$ cat src/rtl/phys_reg_free_list.sv
// -----------------------------------------------------------------------------
// phys_reg_free_list
//
// Allocation controller for the physical register pool behind the renaming
// register file. Free physical tags sit in a circular FIFO. Rename takes one
// tag per cycle from the head, and retirement returns one tag per cycle at the
// tail. At each conditional branch a checkpoint saves the head pointer. On a
// mispredict the head rolls back to that checkpoint, so the tags taken on the
// wrong path become free again.
//
// Optional build macro:
//   FREE_LIST_BYPASS_EN - when the list is empty, a tag being freed in the
//                         same cycle is granted straight to rename.
//
// Ports:
//   clk              clock; all state updates on the rising edge
//   rst_n            asynchronous active-low reset
//   alloc_req_i      rename needs a destination tag this cycle
//   alloc_gnt_o      a tag is available (allocation = req && gnt)
//   alloc_tag_o      tag at the FIFO head, valid when alloc_gnt_o
//   free_valid_i     retirement releases free_tag_i
//   free_tag_i       released tag
//   ckpt_req_i       take a branch checkpoint
//   ckpt_id_o        id given to a checkpoint taken this cycle
//   ckpt_full_o      all checkpoint slots are outstanding
//   ckpt_release_i   oldest branch resolved correctly; drop the oldest checkpoint
//   restore_valid_i  mispredict; roll back to checkpoint restore_id_i
//   restore_id_i     checkpoint to restore
//   free_count_o     number of tags currently in the FIFO
//   proto_err_o      sticky protocol-error flag
// -----------------------------------------------------------------------------
module phys_reg_free_list #(
  parameter int PHYS_REGS  = 64,
  parameter int ARCH_REGS  = 32,
  parameter int CKPT_DEPTH = 4,
  localparam int TAG_W     = $clog2(PHYS_REGS),
  localparam int CID_W     = $clog2(CKPT_DEPTH)
) (
  input  logic             clk,
  input  logic             rst_n,
  input  logic             alloc_req_i,
  output logic             alloc_gnt_o,
  output logic [TAG_W-1:0] alloc_tag_o,
  input  logic             free_valid_i,
  input  logic [TAG_W-1:0] free_tag_i,
  input  logic             ckpt_req_i,
  output logic [CID_W-1:0] ckpt_id_o,
  output logic             ckpt_full_o,
  input  logic             ckpt_release_i,
  input  logic             restore_valid_i,
  input  logic [CID_W-1:0] restore_id_i,
  output logic [TAG_W:0]   free_count_o,
  output logic             proto_err_o
);

  localparam int FL_DEPTH = PHYS_REGS - ARCH_REGS;
  localparam int FL_AW    = $clog2(FL_DEPTH);
  localparam int PTR_W    = FL_AW + 1;   // FIFO pointer with wrap bit
  localparam int CP_W     = CID_W + 1;   // checkpoint pointer with wrap bit

  logic [TAG_W-1:0] fifo_q  [FL_DEPTH];
  logic [PTR_W-1:0] saved_q [CKPT_DEPTH];
  logic [PTR_W-1:0] head_q, head_d, tail_q, tail_d;
  logic [CP_W-1:0]  c_head_q, c_head_d, c_tail_q, c_tail_d;
  logic             err_q, err_d;

  logic [PTR_W-1:0] cnt, head_adv;
  logic [CP_W-1:0]  c_cnt, restore_pos;
  logic [CID_W-1:0] rel_off;
  logic             fl_empty, fl_full, c_empty, c_full;
  logic             restore_ok, restore_do;
  logic             bypass, handoff, alloc_fire, free_push, ckpt_push, ckpt_pop;

  always_comb begin
    cnt      = tail_q - head_q;
    fl_empty = (cnt == '0);
    fl_full  = (cnt == PTR_W'(FL_DEPTH));
    c_cnt    = c_tail_q - c_head_q;
    c_empty  = (c_cnt == '0);
    c_full   = (c_cnt == CP_W'(CKPT_DEPTH));

    // A restore id is valid only if it is within the outstanding window,
    // measured as an offset from the oldest checkpoint.
    rel_off     = restore_id_i - c_head_q[CID_W-1:0];
    restore_ok  = (CP_W'(rel_off) < c_cnt);
    restore_do  = restore_valid_i && restore_ok;
    restore_pos = c_head_q + CP_W'(rel_off);

`ifdef FREE_LIST_BYPASS_EN
    bypass = fl_empty && free_valid_i;
`else
    bypass = 1'b0;
`endif

    alloc_gnt_o = !fl_empty || bypass;
    alloc_tag_o = bypass ? free_tag_i : fifo_q[head_q[FL_AW-1:0]];

    // On a handoff the freed tag goes straight to rename and never enters
    // the FIFO.
    handoff    = bypass && alloc_req_i && !restore_do;
    alloc_fire = alloc_req_i && !fl_empty && !restore_do;
    free_push  = free_valid_i && !fl_full && !handoff;
    ckpt_push  = ckpt_req_i && !c_full && !restore_do;
    ckpt_pop   = ckpt_release_i && !c_empty && !restore_valid_i;

    // A checkpoint captures the head after this cycle's allocation.
    head_adv = head_q + PTR_W'(alloc_fire);
    head_d   = restore_do ? saved_q[restore_id_i] : head_adv;
    tail_d   = tail_q + PTR_W'(free_push);
    c_tail_d = restore_do ? restore_pos : (c_tail_q + CP_W'(ckpt_push));
    c_head_d = c_head_q + CP_W'(ckpt_pop);

    err_d = err_q
          | (free_valid_i && fl_full)
          | (ckpt_req_i && c_full && !restore_do)
          | (ckpt_release_i && (c_empty || restore_valid_i))
          | (restore_valid_i && !restore_ok);

    ckpt_id_o    = c_tail_q[CID_W-1:0];
    ckpt_full_o  = c_full;
    free_count_o = (TAG_W+1)'(cnt);
    proto_err_o  = err_q;
  end

  always_ff @(posedge clk or negedge rst_n) begin
    if (!rst_n) begin
      head_q   <= '0;
      tail_q   <= PTR_W'(FL_DEPTH);
      c_head_q <= '0;
      c_tail_q <= '0;
      err_q    <= 1'b0;
      for (int i = 0; i < FL_DEPTH; i++) begin
        fifo_q[i] <= TAG_W'(ARCH_REGS + i);
      end
      for (int j = 0; j < CKPT_DEPTH; j++) begin
        saved_q[j] <= '0;
      end
    end else begin
      head_q   <= head_d;
      tail_q   <= tail_d;
      c_head_q <= c_head_d;
      c_tail_q <= c_tail_d;
      err_q    <= err_d;
      if (free_push) begin
        fifo_q[tail_q[FL_AW-1:0]] <= free_tag_i;
      end
      if (ckpt_push) begin
        saved_q[c_tail_q[CID_W-1:0]] <= head_adv;
      end
    end
  end

endmodule

$ cat config.mk
export PLATFORM = sky130hd
export DESIGN_NAME = phys_reg_free_list
export DESIGN_NICKNAME = d
export VERILOG_FILES = /design/src/rtl/phys_reg_free_list.sv
export SDC_FILE = /design/constraint.sdc
export NUM_CORES = 1
export LEC_CHECK = 0
export BUFFER_PORTS_ARGS = -buffer_cell sky130_fd_sc_hd__buf_4
export CORE_ASPECT_RATIO = 1.2
export CORE_MARGIN = 10
export CORE_UTILIZATION = 39
export CTS_CLUSTER_DIAMETER = 50
export DETAILED_ROUTE_END_ITERATION = 10
export PLACE_DENSITY = 0.63
export SYNTH_ARGS = -nofsm -noshare
export SYNTH_HDL_FRONTEND = slang
export SYNTH_SLANG_ARGS = --single-unit
$ cat constraint.sdc
create_clock -name clk -period 5.9 [get_ports clk]
set_clock_uncertainty 0.2 [all_clocks]
set_input_delay 0 -clock clk [delete_from_list [all_inputs] [get_ports clk]]
set_output_delay 0 -clock clk [all_outputs]
set_load 0.02 [all_outputs]
* Yosys cells after proc, flatten, opt, wreduce, memory -nomap -nowiden
Cells that the tools add are included.
** Word-level totals
- Bits in registers :: 235
- Output and inout bits :: 18
- Bits of input ports :: 15
** Cells by class
- Bitwise operators :: 8
- Order comparisons :: 7
- Muxes and demuxes :: 14
- $add $sub $neg :: 8
- Reduce and logical (&&, ||, !) cells :: 25
- Equal/unequal tests :: 2
** Operators with widths (number)
- $bwmux 192 :: 1
- $mux 6 :: 7
- $bmux 6 s5 :: 1
- $demux 6 s5 :: 1
- $bwmux 24 :: 1
- $logic_and 1x1->1 :: 15
- $add 6x1->6 :: 2
- $bmux 6 s2 :: 1
- $demux 6 s2 :: 1
- $ge 6x6->1 const B :: 2
- $not 5->6 :: 2
- $logic_not 1->1 :: 7
- $add 3x1->3 :: 2
- $eq 6x6->1 const B :: 1
- $ge 3x3->1 const B :: 2
- $logic_not 6->1 :: 1
- $lt 6x1->1 const B :: 1
- $not 2->3 :: 2
- $sub 6x6->6 :: 1
- $or 1x1->1 :: 4
- $add 3x2->3 :: 1
- $eq 3x3->1 const B :: 1
- $logic_not 3->1 :: 1
- $lt 2x3->1 :: 1
- 5 further kinds :: 5

* Logic depth before layout (Yosys ltp)
Gate-level depths: netlist of the first run.
- Word-level depth :: 8
- Depth in mapped cells :: 15

* Least setup slack after synthesis of the first run
OpenSTA, ideal clock, no wires.
- Kind :: reg-to-reg
- Start :: register head_q[1]
- End :: register head_q[4]
- Path slack :: 2.143 ns
- Stages on the path, launching flop included :: 15
- Required time :: 5.575 ns
- Arrival time :: 3.433 ns
- Clock period less this slack :: 3.757 ns
- Cell sequence :: dfrtp_1 inv_1 buf_1 ha_1 nor2b_1 o221a_1 a31o_1 nor2_1 nand3_1 and3_1 ha_1 ha_1 nand3_1 xnor2_1 mux2_2
** Between the ends
- Cells in the longest elaborated chain, start to end :: 7
** Ends and longest elaborated chain
- from (decl) :: line 63 : logic [PTR_W-1:0] head_q, head_d, tail_q, tail_d;
- from (signal assigned) :: line 127 : head_q <= '0;
- from (signal assigned) :: line 139 : head_q <= head_d;
- $sub 6x6->6 :: line 75 : cnt = tail_q - head_q;
- $logic_not 6->1 :: line 76 : fl_empty = (cnt == '0);
- $logic_not 1->1
- net alloc_gnt_o :: line 42 : output logic alloc_gnt_o,
- $logic_and 1x1->1 (2 in a row) :: line 101 : alloc_fire = alloc_req_i && !fl_empty && !restore_do;
- $add 6x1->6 :: line 107 : head_adv = head_q + PTR_W'(alloc_fire);
- $mux 6 :: line 108 : head_d = restore_do ? saved_q[restore_id_i] : head_adv;
- net head_d[4] :: line 63
The timed path passes the listed nets, and every way through them passes these cells.
A chain may end at the register's enable or synchronous reset.

* Final worst setup path of the first run
- Start :: register head_q[1]
- End :: register head_q[2]
** Between the ends
- Cells in the longest elaborated chain, start to end :: 7
** Ends and longest elaborated chain (line)
- $sub 6x6->6 :: 75
- $logic_not 6->1 :: 76
- $logic_not 1->1 :: 101
- $logic_and 1x1->1 (2 in a row) :: 101
- $add 6x1->6 * :: 107
- $mux 6 * :: 108
- net head_d[2] :: 63
Mark *: on every way through the listed nets, which the timed path passes. The rest lies on a longest branch.

==> results of run 1 <==
[layout make-up]
type | instances | area share, %
Clock buffer | 40 | 6.110
Inverter | 19 | 0.5400
Multi-Input combinational cell | 447 | 39.81
Timing Repair Buffer | 55 | 3.543
Clock inverter | 12 | 0.6726
Tap cell | 390 | 3.695
Sequential cell | 235 | 45.63
[layer usage]
metal  vias to the layer above  global-route usage [%]  part of all wire (%)
li1                       2856                       -                     -
met1                      3346                   18.25                    44
met2                        82                   23.35                    51
met3                        24                   2.029                   3.2
met4                         0                   3.138                   1.5
met5                         -                       0                     0
[cell families (layout without fill, tap and decap cells)]
logic type | after synthesis | in the layout | share of synthesized area [%]
compound gates | 18 | 18 | 1.050
simple gates | 100 | 100 | 4.788
fa+ha+maj | 20 | 20 | 2.400
mux | 289 | 289 | 35.19
flops | 235 | 235 | 51.56
buf+inv | 89 | 126 | 3.428
other cells | 1 | 1 | 0.03211
xor+xnor | 19 | 19 | 1.553
[how the worst min path moves through the flow]
stage               slack (ns)                endpoint  startpoint  cells after the start
finish                   -0.05  fifo_q[87]$_DFFE_PN0P_       rst_n                      2
global route              0.03  fifo_q[87]$_DFFE_PN0P_       rst_n                      2
CTS                      0.004  fifo_q[86]$_DFFE_PN0P_       rst_n                      2
detailed placement       -0.01  fifo_q[86]$_DFFE_PN0P_       rst_n                      1
global placement        -0.002  fifo_q[86]$_DFFE_PN0P_       rst_n                      1
floorplan                -0.50   c_head_q[0]$_DFF_PN0_       rst_n                      0
[Yosys cell counts (all sizes together) (3+ instances only)]
cell,instances
buf,16
clkbuf,54
dfrtp,122
dfstp,113
fa,4
ha,16
inv,18
mux2,223
mux4,66
nand2,26
nand2b,3
nand3,11
nand3b,7
nor2,9
nor2b,4
nor3b,5
o21ai,6
or3,26
xnor2,8
xor2,10
[through the flow]
stage	cells	hold slack [ns]
finish	1198	-0.04889
global placement	1127	-0.002209
detailed placement	1127	-0.01178
CTS	1198	0.003825
global route	1198	0.02592
floorplan	771	-0.4956
[what timing repair did]
item | 4_1_cts | 5_1_grt
hold buffers | 19 | 0
endpoints found under the setup margin | 0 | 0
endpoints found under the hold margin | 337 | 0
[registers in the layout, summed over array words and instances, names as in the netlist]
| register | cells |
|---|---|
| c_head_q | 3 |
| c_tail_q | 3 |
| fifo_q | 192 |
| head_q | 6 |
| proto_err_o | 1 |
| saved_q | 24 |
| tail_q | 6 |
[power groups by stage]
stage	clock network [mW]	logic [mW]	registers (mW)
after floorplan	0	2.31	2.73
final	1.65	2.97	2.92
after CTS	1.70	3.00	2.93
after global routing	1.78	3.22	3.02
after global placement	0	2.92	2.93
after detailed placement	0	2.97	2.95
==> metrics.csv, run 1 <==
stage,metric,value,unit
critical_path,setup.reg_to_reg.worst_slack,1.50,ns
die,die-width,178.0,um
sta,layout_worst_path_cycle_share,74.58,%
die,rows,69,
grt,number_of_antenna_violations_at_the_first_check_in_global_routing,0,
layout,stdcell_area,13210,um^2
route,count_of_antenna_violating_nets_left_after_detailed_routing,0,
grt,grt_pass1_wl,41170,um
critical_path,ff2ff_path_depth,13,
hold_path,min_path_type,input pin to async pin,
critical_path,worst_setup_path_endpoint,head_q[2]$_DFF_PN0_,
clock_tree,clk_pin_slew,0.06,ns
route,detail_route.wirelength,25040,um
power_and_ir_drop,peakVddDrop,0.0004183,V
job,drv.max_cap_violation_count,0,
die,die-height,209.6,um
clock_tree,clock_tree.buffer_depth,3,
critical_path,cp_cell_sequence,"inv_1, ha_1, nor2b_1, o221a_1, a31o_1, nor2_1, nand3_1, and3_1, ha_1, ha_1, xor2_1, mux2_2, dlygate4sd3_1",
power_and_ir_drop,static_leakage,5.656,nW
synth,yosysWarningCount,0,
place,dp_slack,1.861,ns
die,initial_core_util,39.44,%
critical_path,regToRegStartpoint,head_q[1]$_DFF_PN0_,
grt,overall_routing_resource_usage,13.80,%
route,number_of_remaining_drc_errors,0,
synth,synth.avg_cell_area,15.15,um^2
sta,final.setup.worst_slack,1.500,ns
die,die_area,37300,um^2
power_and_ir_drop,power.switching,2.465,mW
sta,grt_setup_unrepaired,false,
sta,final_hold_viol_count,18,
power_and_ir_drop,power_density,571.0,nW/um^2
synth,synth.cell_area,11680,um^2
clock_tree,cts-root-buf,sky130_fd_sc_hd__clkbuf_16,
layout,finalCoreUtilization,44.60,%
clock_tree,postCtsSetupBuffers,0,
critical_path,cpPeakStageDelay,0.60,ns
layout,mostFrequentLayoutCells,"sky130_fd_sc_hd__mux2_2 (183), sky130_fd_sc_hd__dfrtp_1 (120), sky130_fd_sc_hd__dfstp_2 (113)",
critical_path,critical_path.top_delay_family,buffers and inverters,
critical_path,cp-end-kind,flip-flop,
synth,synth_async_reset_ratio,100.0,%
sta,holdWs,-0.04889,ns
place,io_buffers,31,
clock_tree,tritoncts,built,
synth,synth_top_cell_area_share,26.14,%
layout,fillerInstances,2581,
synth,post_synthesis_cell_count,771,
synth,synth_seq_area_share,51.56,%
clock_tree,cts_sinks,235,
critical_path,critical_path_buf_inv_count,2,
layout,layout-drive-gt1-share,59.28,%
synth,synth.ff_latch_count,235,
power_and_ir_drop,pwr-share-clk,21.9,%
critical_path,worst_r2r_endpoint,head_q[2]$_DFF_PN0_,
route,first_iter_violations,377,
outcome,run_status,"complete, but fails checks",
route,drt-pass1-iter-count,4,
grt,first_global_vias,6992,
synth,synth_area_leaders,"sky130_fd_sc_hd__dfrtp_1 (26%), sky130_fd_sc_hd__dfstp_2 (25%), sky130_fd_sc_hd__mux2_2 (18%)",
critical_path,critical_path.most_common_cell,sky130_fd_sc_hd__ha_1,
power_and_ir_drop,p_int,5.077,mW
layout,finish.net_count,821,
layout,seq_area,6027,um^2
sta,fin_setup_tns,0,ns
outcome,violated_checks,negative hold slack,
critical_path,worst_path_max_delay_cell,sky130_fd_sc_hd__inv_1,
route,viasPerCell,5.265,
critical_path,setup_crit_start_kind,flip-flop,
sta,final_number_of_max_transition_violations,0,
place,placed_area,12120,um^2
critical_path,critPathArrivalTime,4.62,ns
critical_path,crit_cells,13,
clock_tree,clk_lat_worst_skew,0.54,ns
synth,synthesis.nets,806,
critical_path,worst_setup_path_startpoint,head_q[1]$_DFF_PN0_,
power_and_ir_drop,seq_power_share,38.7,%
clock_tree,cts_resized,0,
synth,synth-edff-count,0,
sta,setup-violations-final,0,
layout,layout.cells.most_common,sky130_fd_sc_hd__mux2_2,
die,io_pins,33,
route,post_drt_wl_per_cell,20.90,um
sta,max-slew-margin-rel,26.67,%
synth,yosys.cell_types.count,46,
layout,area_delta_synth_final,13.08,%
synth,synth_top_area_cell,sky130_fd_sc_hd__dfrtp_1,
power_and_ir_drop,fin_total_pwr,7.542,mW
power_and_ir_drop,switching_power_share_of_the_total,32.69,%
layout,antenna_cells_inserted,0,
synth,dominantRegCellSynth,sky130_fd_sc_hd__dfrtp_1,
sta,max_slew.worst_pin.slew,1.092,ns
route,routed-via-count,6308,
die,core_area,29610,um^2
clock_tree,clock_tree.htree_level_count,1,
critical_path,critPathMaxFanout,13,
place,routabilityCongestion,0.7656,
grt,grt_start_max_net_pins,128,
power_and_ir_drop,comb_power_share,39.3,%
sta,min_period,4.400,ns
critical_path,critical_path_class,flip-flop to flip-flop,
grt,grt_overflow_total,0,
clock_tree,numCtsBuffers,28,
layout,footprint_of_the_multi_input_gates,5258,um^2
sta,fmax,0.2273,GHz
critical_path,critical_path_required,6.12,ns
place,dp.final_hpwl,16400,um
(Power assumes the default switching activity.)
==> inputs of run 2 (changes only) <==
--- a/config.mk
+++ b/config.mk
@@ -11,7 +11,7 @@
 export CORE_UTILIZATION = 39
 export CTS_CLUSTER_DIAMETER = 50
 export DETAILED_ROUTE_END_ITERATION = 10
-export PLACE_DENSITY = 0.63
+export PLACE_DENSITY = 0.65
 export SYNTH_ARGS = -nofsm -noshare
 export SYNTH_HDL_FRONTEND = slang
 export SYNTH_SLANG_ARGS = --single-unit
==> constraint.sdc (replaced) <==
create_clock -name clk -period 3.7 [get_ports clk]
set_clock_uncertainty 0.2 [all_clocks]
set_input_delay 0 -clock clk [delete_from_list [all_inputs] [get_ports clk]]
set_output_delay 0 -clock clk [all_outputs]
set_load 0.02 [all_outputs]
==> run 2 against run 1 <==
The run now ends clean. Combinational power grew 64%. Cell area up 1.4%. Sequential power up 56%. Non-clock buffer count up 8.
==> metrics.csv, run 2 (same netlist as run 1, synthesis figures left out) <==
stage,metric,value,unit,change
layout,fillerInstances,2526,,-2.1%
clock_tree,clk_lat_worst_skew,0.53,ns,about the same
critical_path,setup_crit_start_kind,flip-flop,,
critical_path,worst_path_max_delay_cell,sky130_fd_sc_hd__fa_1,,
route,post_drt_wl_per_cell,21.00,um,+0.47%
grt,grt_start_max_net_pins,86,,-33%
route,routed-via-count,6410,,+1.6%
layout,layout-drive-gt1-share,60.71,%,+1.4 points
layout,layout.cells.most_common,sky130_fd_sc_hd__mux2_2,,
layout,finish.net_count,827,,+0.73%
sta,final_number_of_max_transition_violations,0,,unchanged
die,die_area,37300,um^2,unchanged
place,dp.final_hpwl,16330,um,-0.43%
die,die-height,209.6,um,unchanged
die,die-width,178.0,um,unchanged
grt,grt_overflow_total,0,,unchanged
outcome,run_status,"finished, final reports clean",,
die,rows,69,,unchanged
hold_path,min_path_type,input pin to async pin,,
layout,mostFrequentLayoutCells,"sky130_fd_sc_hd__mux2_2 (183), sky130_fd_sc_hd__dfrtp_1 (120), sky130_fd_sc_hd__dfstp_2 (113)",,
clock_tree,clk_pin_slew,0.06,ns,about the same
grt,number_of_antenna_violations_at_the_first_check_in_global_routing,0,,unchanged
grt,first_global_vias,7021,,+0.41%
grt,overall_routing_resource_usage,13.88,%,+0.080 points
sta,setup-violations-final,0,,unchanged
critical_path,cp_cell_sequence,"inv_1, ha_1, inv_1, fa_1, inv_1, ha_1, a21oi_1, o21ai_0, and3_1, ha_1, nand3_1, nor3_1, xor2_1, mux2_2",,
sta,final.setup.worst_slack,0.2965,ns,-1.204 ns
layout,largest_register,fifo_q,,
sta,max_slew.worst_pin.slew,0.8417,ns,-0.2499 ns
power_and_ir_drop,peakVddDrop,0.0004961,V,+19%
route,viasPerCell,5.333,,+1.3%
clock_tree,numCtsBuffers,26,,-7.1%
sta,layout_worst_path_cycle_share,91.99,%,+17 points
sta,final_hold_viol_count,0,,-18
critical_path,critPathMaxFanout,5,,-8
place,routabilityCongestion,0.8198,,+7.1%
clock_tree,cts_sinks,235,,unchanged
layout,seq_area,6027,um^2,unchanged
grt,grt_pass1_wl,41230,um,+0.17%
sta,fin_setup_tns,0,ns,unchanged
layout,max_reg_flops,192,,unchanged
route,count_of_antenna_violating_nets_left_after_detailed_routing,0,,unchanged
clock_tree,clock_tree.htree_level_count,1,,unchanged
route,drt-pass1-iter-count,5,,+1
die,initial_core_util,39.44,%,unchanged
clock_tree,cts-root-buf,sky130_fd_sc_hd__clkbuf_16,,
layout,largest_registers,"fifo_q (192), saved_q (24)",,
route,number_of_remaining_drc_errors,0,,unchanged
sta,fmax,0.2938,GHz,+29%
clock_tree,postCtsSetupBuffers,0,,unchanged
layout,footprint_of_the_multi_input_gates,5273,um^2,+0.29%
place,dp_slack,0.3241,ns,-1.537 ns
sta,max-slew-margin-rel,43.89,%,+17 points
critical_path,critical_path_required,3.96,ns,-2.16 ns
sta,grt_setup_unrepaired,false,,
critical_path,critical_path_class,flip-flop to flip-flop,,
place,io_buffers,31,,unchanged
route,first_iter_violations,367,,-2.7%
sta,min_period,3.403,ns,-0.9964 ns
power_and_ir_drop,power_density,921.9,nW/um^2,+61%
job,drv.max_cap_violation_count,0,,unchanged
critical_path,cp-end-kind,flip-flop,,
power_and_ir_drop,static_leakage,5.760,nW,+1.8%
critical_path,critPathArrivalTime,3.67,ns,-0.95 ns
clock_tree,clock_tree.buffer_depth,3,,unchanged
critical_path,cpPeakStageDelay,0.48,ns,-0.12 ns
route,detail_route.wirelength,25240,um,+0.80%
layout,antenna_cells_inserted,0,,unchanged
die,io_pins,33,,unchanged
layout,area_delta_synth_final,14.71,%,
clock_tree,tritoncts,built,,
sta,holdWs,0.07998,ns,+0.1289 ns
die,core_area,29610,um^2,unchanged
-- run 2: layout make-up --
type / instances / area share, %
clock buffer: 35 / 5.715
clock inverter: 13 / 1.653
inverter: 19 / 0.5323
multi-input combinational: 447 / 39.35
sequential: 235 / 44.99
tap: 390 / 3.642
timing repair buffer: 63 / 4.118
-- run 2: final timing paths --
check | endpoint | cells past startpoint | from | slack, ns
worst max-delay path | saved_q[17]$_DFFE_PN0P_ | 14 | c_tail_q[0]$_DFF_PN0_ | 0.30
worst min-delay path | fifo_q[7]$_DFFE_PN1P_ | 2 | rst_n | 0.08
worst max register to register | saved_q[17]$_DFFE_PN0P_ | 14 | c_tail_q[0]$_DFF_PN0_ | 0.30
worst min register to register | fifo_q[177]$_DFFE_PN0P_ | 1 | fifo_q[177]$_DFFE_PN0P_ | 0.29
max in group asynchronous | fifo_q[56]$_DFFE_PN1P_ | 3 | rst_n | 2.65
min in group clk | tail_q[0]$_DFF_PN0_ | 5 | free_valid_i | 0.27
-- run 2: worst max-delay path: cells and delay by family (launching register included) --
family	cells	cell delay (ns)
AOI/OAI and AO/OA	2	0.32
xor gates and xnor gates	1	0.33
adders and majority gates	4	1.07
buffers and inverters	3	0.22
DFF	1	0.42
muxes	1	0.23
and+or+nand+nor	3	0.55
-- run 2: report_power, final --
group          internal, mW  switching, mW  total, mW
registers              3.98          0.580       4.56
logic                  2.61           2.27       4.88
clock network          1.87           1.05       2.91
-- run 2: per-stage QoR --
step	total power, mW	cells	cell area, um^2	utilization (%)
detailed placement	9.494	1136	12210	41.23
CTS	12.48	1202	13390	45.21
finish	12.35	1202	13400	45.24
floorplan	8.058	771	11690	-
global route	13.10	1202	13400	45.24
global placement	9.376	1136	12210	41.23
-- run 2: what timing repair did --
action	4_1_cts	5_1_grt
hold buffers	18	0
gates resized for setup	0	2
setup endpoints to repair	0	8
hold endpoints to repair	383	0
-- run 2: layer usage --
layer | track usage, % | part of all wire (%) | up-vias
li1 | - | - | 2858
met1 | 17.64 | 43 | 3401
met2 | 23.48 | 51 | 114
met3 | 1.832 | 3.2 | 37
met4 | 5.296 | 3.1 | 0
met5 | 0 | 0 | -
==> inputs of run 3 (changes only) <==
--- a/config.mk
+++ b/config.mk
@@ -11,6 +11,7 @@
 export CORE_UTILIZATION = 39
 export CTS_CLUSTER_DIAMETER = 50
 export DETAILED_ROUTE_END_ITERATION = 10
+export GPL_TIMING_DRIVEN = 0
 export PLACE_DENSITY = 0.65
 export SYNTH_ARGS = -nofsm -noshare
 export SYNTH_HDL_FRONTEND = slang
==> run 3 against run 2 <==
Hold slack got worse by 0.012 ns. Non-clock buffer count increased by 53. Fmax decreased by 4.9%. Register-to-register slack got worse by 0.18 ns. Final cell count increased by 4.7%. Clock power decreased by 2%. Sequential share of layout area decreased by 1.1 points. Sequential power about the same. Largest power group unchanged.
==> metrics.csv, run 3 (same netlist as run 1, synthesis figures left out) <==
stage,metric,value,unit,change
outcome,run_status,"finished, final reports clean",,
sta,min_period,3.579,ns,+0.1755 ns
layout,largest_register,fifo_q,,
layout,mostFrequentLayoutCells,"sky130_fd_sc_hd__mux2_2 (183), sky130_fd_sc_hd__dfrtp_1 (120), sky130_fd_sc_hd__dfstp_2 (113)",,
critical_path,critPathArrivalTime,3.80,ns,+0.13 ns
grt,grt_pass1_wl,42930,um,+4.1%
layout,area_delta_synth_final,17.47,%,
clock_tree,cts-root-buf,sky130_fd_sc_hd__clkbuf_16,,
die,io_pins,33,,unchanged
place,dp.final_hpwl,18890,um,+16%
die,die-width,178.0,um,unchanged
sta,layout_worst_path_cycle_share,96.73,%,+4.7 points
layout,stdcell_area,13720,um^2,+2.4%
power_and_ir_drop,power_density,914.9,nW/um^2,-0.77%
clock_tree,clk_lat_worst_skew,0.55,ns,+0.02 ns
layout,layout.cells.most_common,sky130_fd_sc_hd__mux2_2,,
layout,largest_registers,"fifo_q (192), saved_q (24)",,
grt,first_global_vias,7173,,+2.2%
die,core_area,29610,um^2,unchanged
place,io_buffers,30,,-3.2%
sta,final_hold_viol_count,0,,unchanged
route,number_of_remaining_drc_errors,0,,unchanged
grt,overall_routing_resource_usage,14.66,%,+0.78 points
route,viasPerCell,5.251,,-1.5%
grt,groute.layer.met3.usage,1.922,%,+0.090 points
hold_path,min_from,restore_id_i[0],,
route,drt-pass1-iter-count,5,,unchanged
layout,antenna_cells_inserted,0,,unchanged
die,rows,69,,unchanged
sta,fin_setup_tns,0,ns,unchanged
route,detail_route.wirelength,27020,um,+7.0%
place,placed_area,12460,um^2,+2.1%
grt,number_of_antenna_violations_at_the_first_check_in_global_routing,0,,unchanged
critical_path,regToRegStartpoint,head_q[2]$_DFF_PN0_,,
sta,fmax,0.2794,GHz,-4.9%
sta,holdWs,0.06823,ns,-0.01175 ns
grt,gr-usage-met1,18.88,%,+1.2 points
sta,setup-violations-final,0,,unchanged
layout,layout-drive-gt1-share,58.46,%,-2.3 points
clock_tree,clock_tree.buffer_depth,3,,unchanged
route,count_of_antenna_violating_nets_left_after_detailed_routing,0,,unchanged
critical_path,cp-end-kind,flip-flop,,
critical_path,critical_path_class,flip-flop to flip-flop,,
hold_path,min_path_type,input pin to flip-flop,,
power_and_ir_drop,static_leakage,5.867,nW,+1.9%
clock_tree,tritoncts,built,,
die,initial_core_util,39.44,%,unchanged
sta,max-slew-margin-rel,32.52,%,-11 points
grt,grt_peak_use_layer,met2,,
route,post_drt_wl_per_cell,21.46,um,+2.2%
place,routabilityCongestion,0.8146,,-0.63%
grt,groute.layer.met2.usage,25.35,%,+1.9 points
power_and_ir_drop,peakVddDrop,0.0005355,V,+7.9%
layout,max_reg_flops,192,,unchanged
power_and_ir_drop,fin_total_pwr,12.55,mW,+1.6%
clock_tree,numCtsBuffers,28,,+7.7%
sta,max_slew.worst_pin.slew,1.004,ns,+0.1628 ns
sta,final_number_of_max_transition_violations,0,,unchanged
clock_tree,clk_pin_slew,0.06,ns,about the same
critical_path,critical_path_required,3.92,ns,-0.04 ns
layout,finish.net_count,882,,+6.7%
clock_tree,cts_sinks,235,,unchanged
grt,grt_overflow_total,0,,unchanged
clock_tree,clock_tree.htree_level_count,1,,unchanged
critical_path,setup_crit_start_kind,flip-flop,,
route,routed-via-count,6611,,+3.1%
route,first_iter_violations,357,,-2.7%
critical_path,worst_setup_path_startpoint,head_q[2]$_DFF_PN0_,,
critical_path,critPathMaxFanout,10,,+5
layout,finalCoreUtilization,46.33,%,+1.1 points
die,die-height,209.6,um,unchanged
job,drv.max_cap_violation_count,0,,unchanged
sta,grt_setup_unrepaired,true,,
grt,grt_start_max_net_pins,103,,+20%
die,die_area,37300,um^2,unchanged
run 3: cell types whose count changed in the layout (fill, tap and decap cells not counted), sizes merged:
cell	before	now
inv	18	19
clkdlybuf4s18	0	1
clkinvlp	1	0
clkbuf	35	86
buf	46	52
bufinv	6	3
clkinv	7	10
dlygate4sd3	17	16
run 3: stage by stage:
stage                     worst slack, ns  std cells
after global routing             -0.01794       1259
after global placement            -0.6967       1191
final                              0.1210       1259
after floorplan                    0.1343        771
after detailed placement          -0.7420       1193
after CTS                       0.0002571       1262
run 3: routing by layer:
metal | up-vias | part of all wire, %
met5 | - | 0
met4 | 0 | 2.0
met3 | 38 | 3.8
met2 | 126 | 52
met1 | 3479 | 43
li1 | 2968 | -
run 3: final cells by class:
| type | count | area (um^2) |
|---|---|---|
| Buffer | 64 | 342.8 |
| Clock buffer | 39 | 802.0 |
| Clock inverter | 13 | 181.4 |
| Fill cell | 2603 | 15890 |
| Inverter | 19 | 75.07 |
| Multi-Input combinational cell | 447 | 5316 |
| Sequential cell | 235 | 6025 |
| Tap cell | 390 | 488.0 |
| Timing Repair Buffer | 52 | 490.5 |
run 3: critical path, cell delays in order, from the launching register on:
cell	delay, ns
sky130_fd_sc_hd__dfrtp_2	0.47
sky130_fd_sc_hd__buf_4	0.24
sky130_fd_sc_hd__inv_1	0.06
sky130_fd_sc_hd__ha_1	0.24
sky130_fd_sc_hd__or2_1	0.25
sky130_fd_sc_hd__o221a_1	0.24
sky130_fd_sc_hd__a31o_1	0.25
sky130_fd_sc_hd__o211a_1	0.28
sky130_fd_sc_hd__buf_6	0.15
sky130_fd_sc_hd__buf_6	0.15
sky130_fd_sc_hd__or3_1	0.44
sky130_fd_sc_hd__buf_6	0.18
sky130_fd_sc_hd__mux2_4	0.29
run 3: report_power, final:
part	total (mW)	internal (mW)	switching, mW
Clock	2.86	1.74	1.12
Sequential	4.56	3.98	0.582
Combinational	5.13	2.76	2.37
Total	12.6	8.48	4.08
run 3: repair_timing:
action / in CTS / in global routing
hold buffers: 17 / 0
endpoints found under the setup margin: 233 / 116
setup buffers: 2 / 1
resized for setup: 18 / 16
endpoints found under the hold margin: 202 / 0
pin swaps: 2 / 1
run 3: path summary, 6_finish.rpt:
check                                           to  slack [ns]  cells past startpoint
max                         fifo_q[51]$_DFFE_PN0P_        0.12                     12
min                          c_tail_q[0]$_DFF_PN0_        0.07                      5
max reg2reg                 fifo_q[51]$_DFFE_PN0P_        0.12                     12
min reg2reg                fifo_q[174]$_DFFE_PN0P_        0.30                      1
max in group asynchronous  fifo_q[143]$_DFFE_PN1P_        1.86                      5
min in group asynchronous   fifo_q[76]$_DFFE_PN1P_        0.49                      3
